--- config.mk ---
export PLATFORM = sky130hd
export DESIGN_NAME = td4_core_param
export DESIGN_NICKNAME = d
export VERILOG_FILES = /design/src/rtl/td4_pkg.sv /design/src/rtl/td4_alu.sv /design/src/rtl/td4_core_param.sv
export SDC_FILE = /design/constraint.sdc
export NUM_CORES = 1
export LEC_CHECK = 0
export ABC_AREA = 1
export CAP_MARGIN = 20
export CORE_ASPECT_RATIO = 1.25
export CORE_UTILIZATION = 39
export DETAILED_ROUTE_END_ITERATION = 10
export GPL_TIMING_DRIVEN = 0
export PLACE_DENSITY = 0.7
export SLEW_MARGIN = 25
export SYNTH_ARGS = -nofsm -noshare
export SYNTH_HDL_FRONTEND = slang
export SYNTH_HIERARCHICAL = 1
export SYNTH_SLANG_ARGS = --single-unit
--- constraint.sdc ---
create_clock -name CLK -period 3.3 [get_ports CLK]
set_clock_uncertainty 0.2 [all_clocks]
set_input_delay 0.495 -clock CLK [delete_from_list [all_inputs] [get_ports CLK]]
set_output_delay 0.495 -clock CLK [all_outputs]
set_load 0.02 [all_outputs]
--- src/rtl/td4_pkg.sv ---
// td4_pkg: shared opcode encodings, default widths and run-state type for the TD4 family.
// Latency: n/a (declarations only).
// Backpressure: n/a.
package td4_pkg;

  localparam int DATA_W_DEF = 4;
  localparam int ADDR_W_DEF = 4;
  localparam int OP_W       = 4;

  // Encodings match the original TD4 so legacy program images run unchanged.
  typedef enum logic [OP_W-1:0] {
    OP_ADD_A    = 4'b0000,
    OP_MOV_A_B  = 4'b0001,
    OP_IN_A     = 4'b0010,
    OP_MOV_A_IM = 4'b0011,
    OP_MOV_B_A  = 4'b0100,
    OP_ADD_B    = 4'b0101,
    OP_IN_B     = 4'b0110,
    OP_MOV_B_IM = 4'b0111,
    OP_HALT     = 4'b1000,
    OP_OUT_B    = 4'b1001,
    OP_JC       = 4'b1010,
    OP_OUT_IM   = 4'b1011,
    OP_NOP0     = 4'b1100,
    OP_NOP1     = 4'b1101,
    OP_JNC      = 4'b1110,
    OP_JMP      = 4'b1111
  } opcode_t;

  typedef enum logic {
    ST_RUN  = 1'b0,
    ST_HALT = 1'b1
  } run_state_t;

  // Only the two ADD opcodes feed the immediate into the adder.
  function automatic logic is_add(input opcode_t op);
    return (op == OP_ADD_A) || (op == OP_ADD_B);
  endfunction

endpackage

--- src/rtl/td4_alu.sv ---
// td4_alu: DATA_W-bit adder producing wrapped result and carry-out.
// Latency: combinational.
// Backpressure: none; ports: src, addend in -> result, carry out.
module td4_alu #(
  parameter int DATA_W = 4
) (
  input  logic [DATA_W-1:0] src,
  input  logic [DATA_W-1:0] addend,
  output logic [DATA_W-1:0] result,
  output logic              carry
);

  logic [DATA_W:0] sum;

  assign sum    = {1'b0, src} + {1'b0, addend};
  assign result = sum[DATA_W-1:0];
  assign carry  = sum[DATA_W];

endmodule

--- src/rtl/td4_core_param.sv ---
// td4_core_param: parametrised TD4 accumulator core with fetch wait states, HALT and JC.
// Latency: one instruction per CLK edge when D_VALID=1; A follows PC combinationally.
// Backpressure: D_VALID=0 stalls all state; HALTED freezes everything until CLR.
// Ports: CLK/CLR (async active-low), A/D/D_VALID program memory, IN/OUT board I/O,
//        CARRY flag, HALTED status.
module td4_core_param
  import td4_pkg::*;
#(
  parameter int DATA_W = DATA_W_DEF,
  parameter int ADDR_W = ADDR_W_DEF
) (
  input  logic                   CLK,
  input  logic                   CLR,
  output logic [ADDR_W-1:0]      A,
  input  logic [OP_W+DATA_W-1:0] D,
  input  logic                   D_VALID,
  input  logic [DATA_W-1:0]      IN,
  output logic [DATA_W-1:0]      OUT,
  output logic                   CARRY,
  output logic                   HALTED
);

  opcode_t           op;
  logic [DATA_W-1:0] imm;

  assign op  = opcode_t'(D[OP_W+DATA_W-1:DATA_W]);
  assign imm = D[DATA_W-1:0];

  logic [ADDR_W-1:0] pc, pc_nxt;
  logic [DATA_W-1:0] a_reg, a_nxt;
  logic [DATA_W-1:0] b_reg, b_nxt;
  logic [DATA_W-1:0] out_reg, out_nxt;
  logic              carry_q, carry_nxt;
  run_state_t        state, state_nxt;

  logic              exec;
  logic [DATA_W-1:0] alu_src, alu_addend, alu_result;
  logic              alu_carry;

  // An instruction executes only on a valid fetch while running.
  assign exec = D_VALID && (state == ST_RUN);

  // Every data move goes through the adder (addend 0 for non-ADD ops), so the
  // carry-out is naturally 0 for everything except an overflowing ADD.
  always_comb begin
    alu_addend = is_add(op) ? imm : '0;
    case (op)
      OP_ADD_A, OP_MOV_B_A:                alu_src = a_reg;
      OP_ADD_B, OP_MOV_A_B, OP_OUT_B:      alu_src = b_reg;
      OP_IN_A, OP_IN_B:                    alu_src = IN;
      OP_MOV_A_IM, OP_MOV_B_IM, OP_OUT_IM: alu_src = imm;
      default:                             alu_src = '0;
    endcase
  end

  td4_alu #(.DATA_W(DATA_W)) u_alu (
    .src    (alu_src),
    .addend (alu_addend),
    .result (alu_result),
    .carry  (alu_carry)
  );

  always_comb begin
    pc_nxt    = pc;
    a_nxt     = a_reg;
    b_nxt     = b_reg;
    out_nxt   = out_reg;
    carry_nxt = carry_q;
    state_nxt = state;
    if (exec) begin
      carry_nxt = alu_carry;
      pc_nxt    = pc + 1'b1;
      case (op)
        OP_ADD_A, OP_MOV_A_B, OP_IN_A, OP_MOV_A_IM: a_nxt   = alu_result;
        OP_ADD_B, OP_MOV_B_A, OP_IN_B, OP_MOV_B_IM: b_nxt   = alu_result;
        OP_OUT_B, OP_OUT_IM:                        out_nxt = alu_result;
        OP_JMP: pc_nxt = imm[ADDR_W-1:0];
        // Conditional jumps look at the flag left by the previous instruction.
        OP_JNC: if (!carry_q) pc_nxt = imm[ADDR_W-1:0];
        OP_JC:  if (carry_q)  pc_nxt = imm[ADDR_W-1:0];
        OP_HALT: begin
          pc_nxt    = pc;  // A keeps pointing at the HALT word
          state_nxt = ST_HALT;
        end
        default: ;
      endcase
    end
  end

  always_ff @(posedge CLK or negedge CLR) begin
    if (!CLR) begin
      pc      <= '0;
      a_reg   <= '0;
      b_reg   <= '0;
      out_reg <= '0;
      carry_q <= 1'b0;
      state   <= ST_RUN;
    end else begin
      pc      <= pc_nxt;
      a_reg   <= a_nxt;
      b_reg   <= b_nxt;
      out_reg <= out_nxt;
      carry_q <= carry_nxt;
      state   <= state_nxt;
    end
  end

  assign A      = pc;
  assign OUT    = out_reg;
  assign CARRY  = carry_q;
  assign HALTED = (state == ST_HALT);

endmodule
==> results.ini, run 1 <==
[pwr]
pwr_density_cell_nw_per_um2=286.4
p_int_uw=315.9
switching_share=0.2739
power_frac_clock=0.333
switching_power_uw=119.2
seqPwrFrac=0.507
p_leak_nw=0.7462
p_comb_frac=0.160
max-vdd-ir-drop_mv=0.1929

[placement]
dp_hpwl_um=2314
pre_cts_slack_ps=66.08
place_congestion=0.9602
placed_cell_area_um2=1483
port_buffers=22

[yosys]
synth-simple-area-share=0.3494
synth_mux_area_frac=0
synth_seq_cells=18
synthFlopType=dfrtp_1
synthAdderAreaFrac=0.06783
synthDistinctLibCells=21
synth_area_um2=1217
yosys_warnings=6
synth_area_leaders=dfrtp_1, nand2_1, inv_1, nor2_1, ha_1
synth-xor-area-share=0.01439
synth_cells=175
yosysMostFrequentCell=nand2_1
synth_fp_nets=196
synthTopCellsByCount=nand2_1, inv_1, nor2_1
synth-compound-area-share=0.1028
synth_edf_count=0
synth_seq_area_share=0.3700
yosysTopAreaCell=dfrtp_1
synth_top_area_share=0.3700
synthArstFlopShare=1.000
synth_top_family_by_area=simple AND/OR/NAND/NOR gates
syn_avg_cell_area_um2=6.957

[worst_setup_path]
crit_path_end_kind=register
crit_type=input port to register
worst_setup_path_start_kind=input port
worst_ep_arrival_time_ps=3000
cp_max_fo=6
cp_data_required_time_ps=3330

[floorplanning]
die_y_um=64.47
start_util=0.4133
core-area_um2=2945
die_area_um2=3350
rows=22
ioPinCount=25
die_width_um=51.97

[final_layout]
antenna_cells=0
area_growth_syn_to_layout_pct=24.77
multi_input_area_um2=650.6
ff_latch_area_um2=450.4
final.fill_count=292
finalInstanceArea_um2=1519
nNetsFinal=223
drive_gt1_frac=0.06468

[clock_network]
path_clk_slew_ps=110
cts_buffers=3
ctsResizeCount=0
post_cts_buffers=0
cts_sinks=18
cts_hold_buf=0
clk_path_buf_depth=2
clkLatencyLatePin_ps=310
root_buffer=clkbuf_4
htreeDepth=1
cts_tree=done

[min_path]
hold_class=register to register

[routing]
drcViolationCount=0
drt-pass1-iter-count=5
ant_nets=0
via_count=1207
totalWireLength_um=3003
drt_iter0_markers=60
routedWlPerCell_um=12.67
viasPerCell=5.093

[global_route]
grt.total_usage=0.2140
top_usage_layer=met2
grt.overflow.total=0
grt_util_met1=0.2478
grt_first_pass_wirelength_um=5292
first_global_vias=1178
use_met3=0.03052
use_met2=0.3894
grt_antenna_before_repair=0
grt_max_degree=19

[sta]
fin_ws_ps=331.2
max_slew_margin=0.4464
final.min_clock_period_ps=2969
setup_violations=0
drv_slew=0
finalSetupTns_ps=0
rsz0062_at_grt=false
fmax_mhz=336.8
finalCritPeriodShare=0.8996
finalHoldViolations=0
max_slew.worst_pin.slew_ps=827.8

[status]
outcome=completed

[job]
drv_cap=0

path summary, 6_finish.rpt:
check | startpoint | slack [ps] | cells past startpoint | end
max in group asynchronous | CLR | 1940 | 1 | A[0]
min reg2reg | a_reg[2] | 300 | 2 | a_reg[2]
max reg2reg | a_reg[0] | 1360 | 8 | a_reg[2]
max | D[5] | 330 | 11 | a_reg[2]
min in group asynchronous | CLR | 440 | 1 | A[3]
min | a_reg[2] | 300 | 2 | a_reg[2]
cell families (layout without fill, tap and decap cells):
group                    count (synthesis)  in the layout
XOR/XNOR                                 2              2
buffers and inverters                   28             54
AND/OR/NAND/NOR                         99             99
AO/OA/AOI/OAI                           22             22
flip-flops                              18             18
adder cells (fa/ha/maj)                  6              6
through the flow:
stage | utilization | hold slack, ps | cells | power [mW]
4_1_cts | 0.5157 | 306.4 | 237 | 0.4379
3_3_place_gp | 0.5034 | 266.3 | 233 | 0.2907
5_1_grt | 0.5157 | 354.5 | 237 | 0.4586
6_report | 0.5157 | 302.3 | 237 | 0.4351
3_5_place_dp | 0.5034 | 279.1 | 233 | 0.2935
2_1_floorplan | - | -0.5910 | 175 | 0.2625
area by class of cell:
type | count | share of cell area
inverter | 26 | 0.06425
sequential | 18 | 0.2965
tap | 36 | 0.02965
timing repair buffer | 22 | 0.1450
buffer | 2 | 0.01236
multi-input combinational | 129 | 0.4283
clock buffer | 4 | 0.02389
power groups by stage:
| stage | clock network [mW] | logic, mW | registers [mW] |
|---|---|---|---|
| 6_report | 0.145 | 0.0696 | 0.220 |
| 3_3_place_gp | 0 | 0.0660 | 0.225 |
| 3_5_place_dp | 0 | 0.0687 | 0.225 |
| 2_1_floorplan | 0 | 0.0376 | 0.225 |
| 4_1_cts | 0.148 | 0.0691 | 0.221 |
| 5_1_grt | 0.161 | 0.0773 | 0.221 |
per-layer routing:
layer / up-vias / wire, µm / part of all wire
li1: 603 / - / -
met4: 0 / 62 / 0.021
met5: - / 0 / 0
met1: 542 / 1259 / 0.42
met3: 10 / 155 / 0.052
met2: 52 / 1526 / 0.51
worst max-delay path, cell delays in order:
cell,delay (ps)
clkdlybuf4s50_1,560
inv_1,120
nor3_1,450
nand2_1,100
o2111ai_1,150
ha_1,240
inv_1,70
fa_1,410
xnor2_1,160
inv_1,80
o21ai_0,160
cell usage in the layout (no fill, tap or decap):
master and instances:
xor2_1 1, nand2_1 57, a21oi_1 8, clkbuf_8 1
nor2_1 22, fa_1 1, nor3_1 2, buf_6 1
buf_4 1, ha_1 5, clkbuf_4 3, clkdlybuf4s50_1 22
inv_1 25, inv_2 1, nor3_4 1, o21ai_0 10
xnor2_1 1, nand4_1 1, nand2_4 1, o2111ai_1 4
dfrtp_1 18, nor2_2 3, nor2_4 1, nand3_1 11
Power figures use the tool's default switching activity.
==> run 2: changes to the inputs <==
- SLEW_MARGIN: 25 -> 10
- clock period: 3.3 -> 3.5 ns (I/O delays scaled with it)
==> results of run 2 <==
Same layout as run 1 (identical final DEF). Status: completed.
Main changes from that run: setup slack after placement 66.08 ps -> 236.1 ps; setup slack after layout 331.2 ps -> 501.2 ps; register-to-register setup slack 1360 ps -> 1560 ps; total power 0.4351 mW -> 0.4102 mW; worst IR drop on VDD 0.1929 mV -> 0.1819 mV
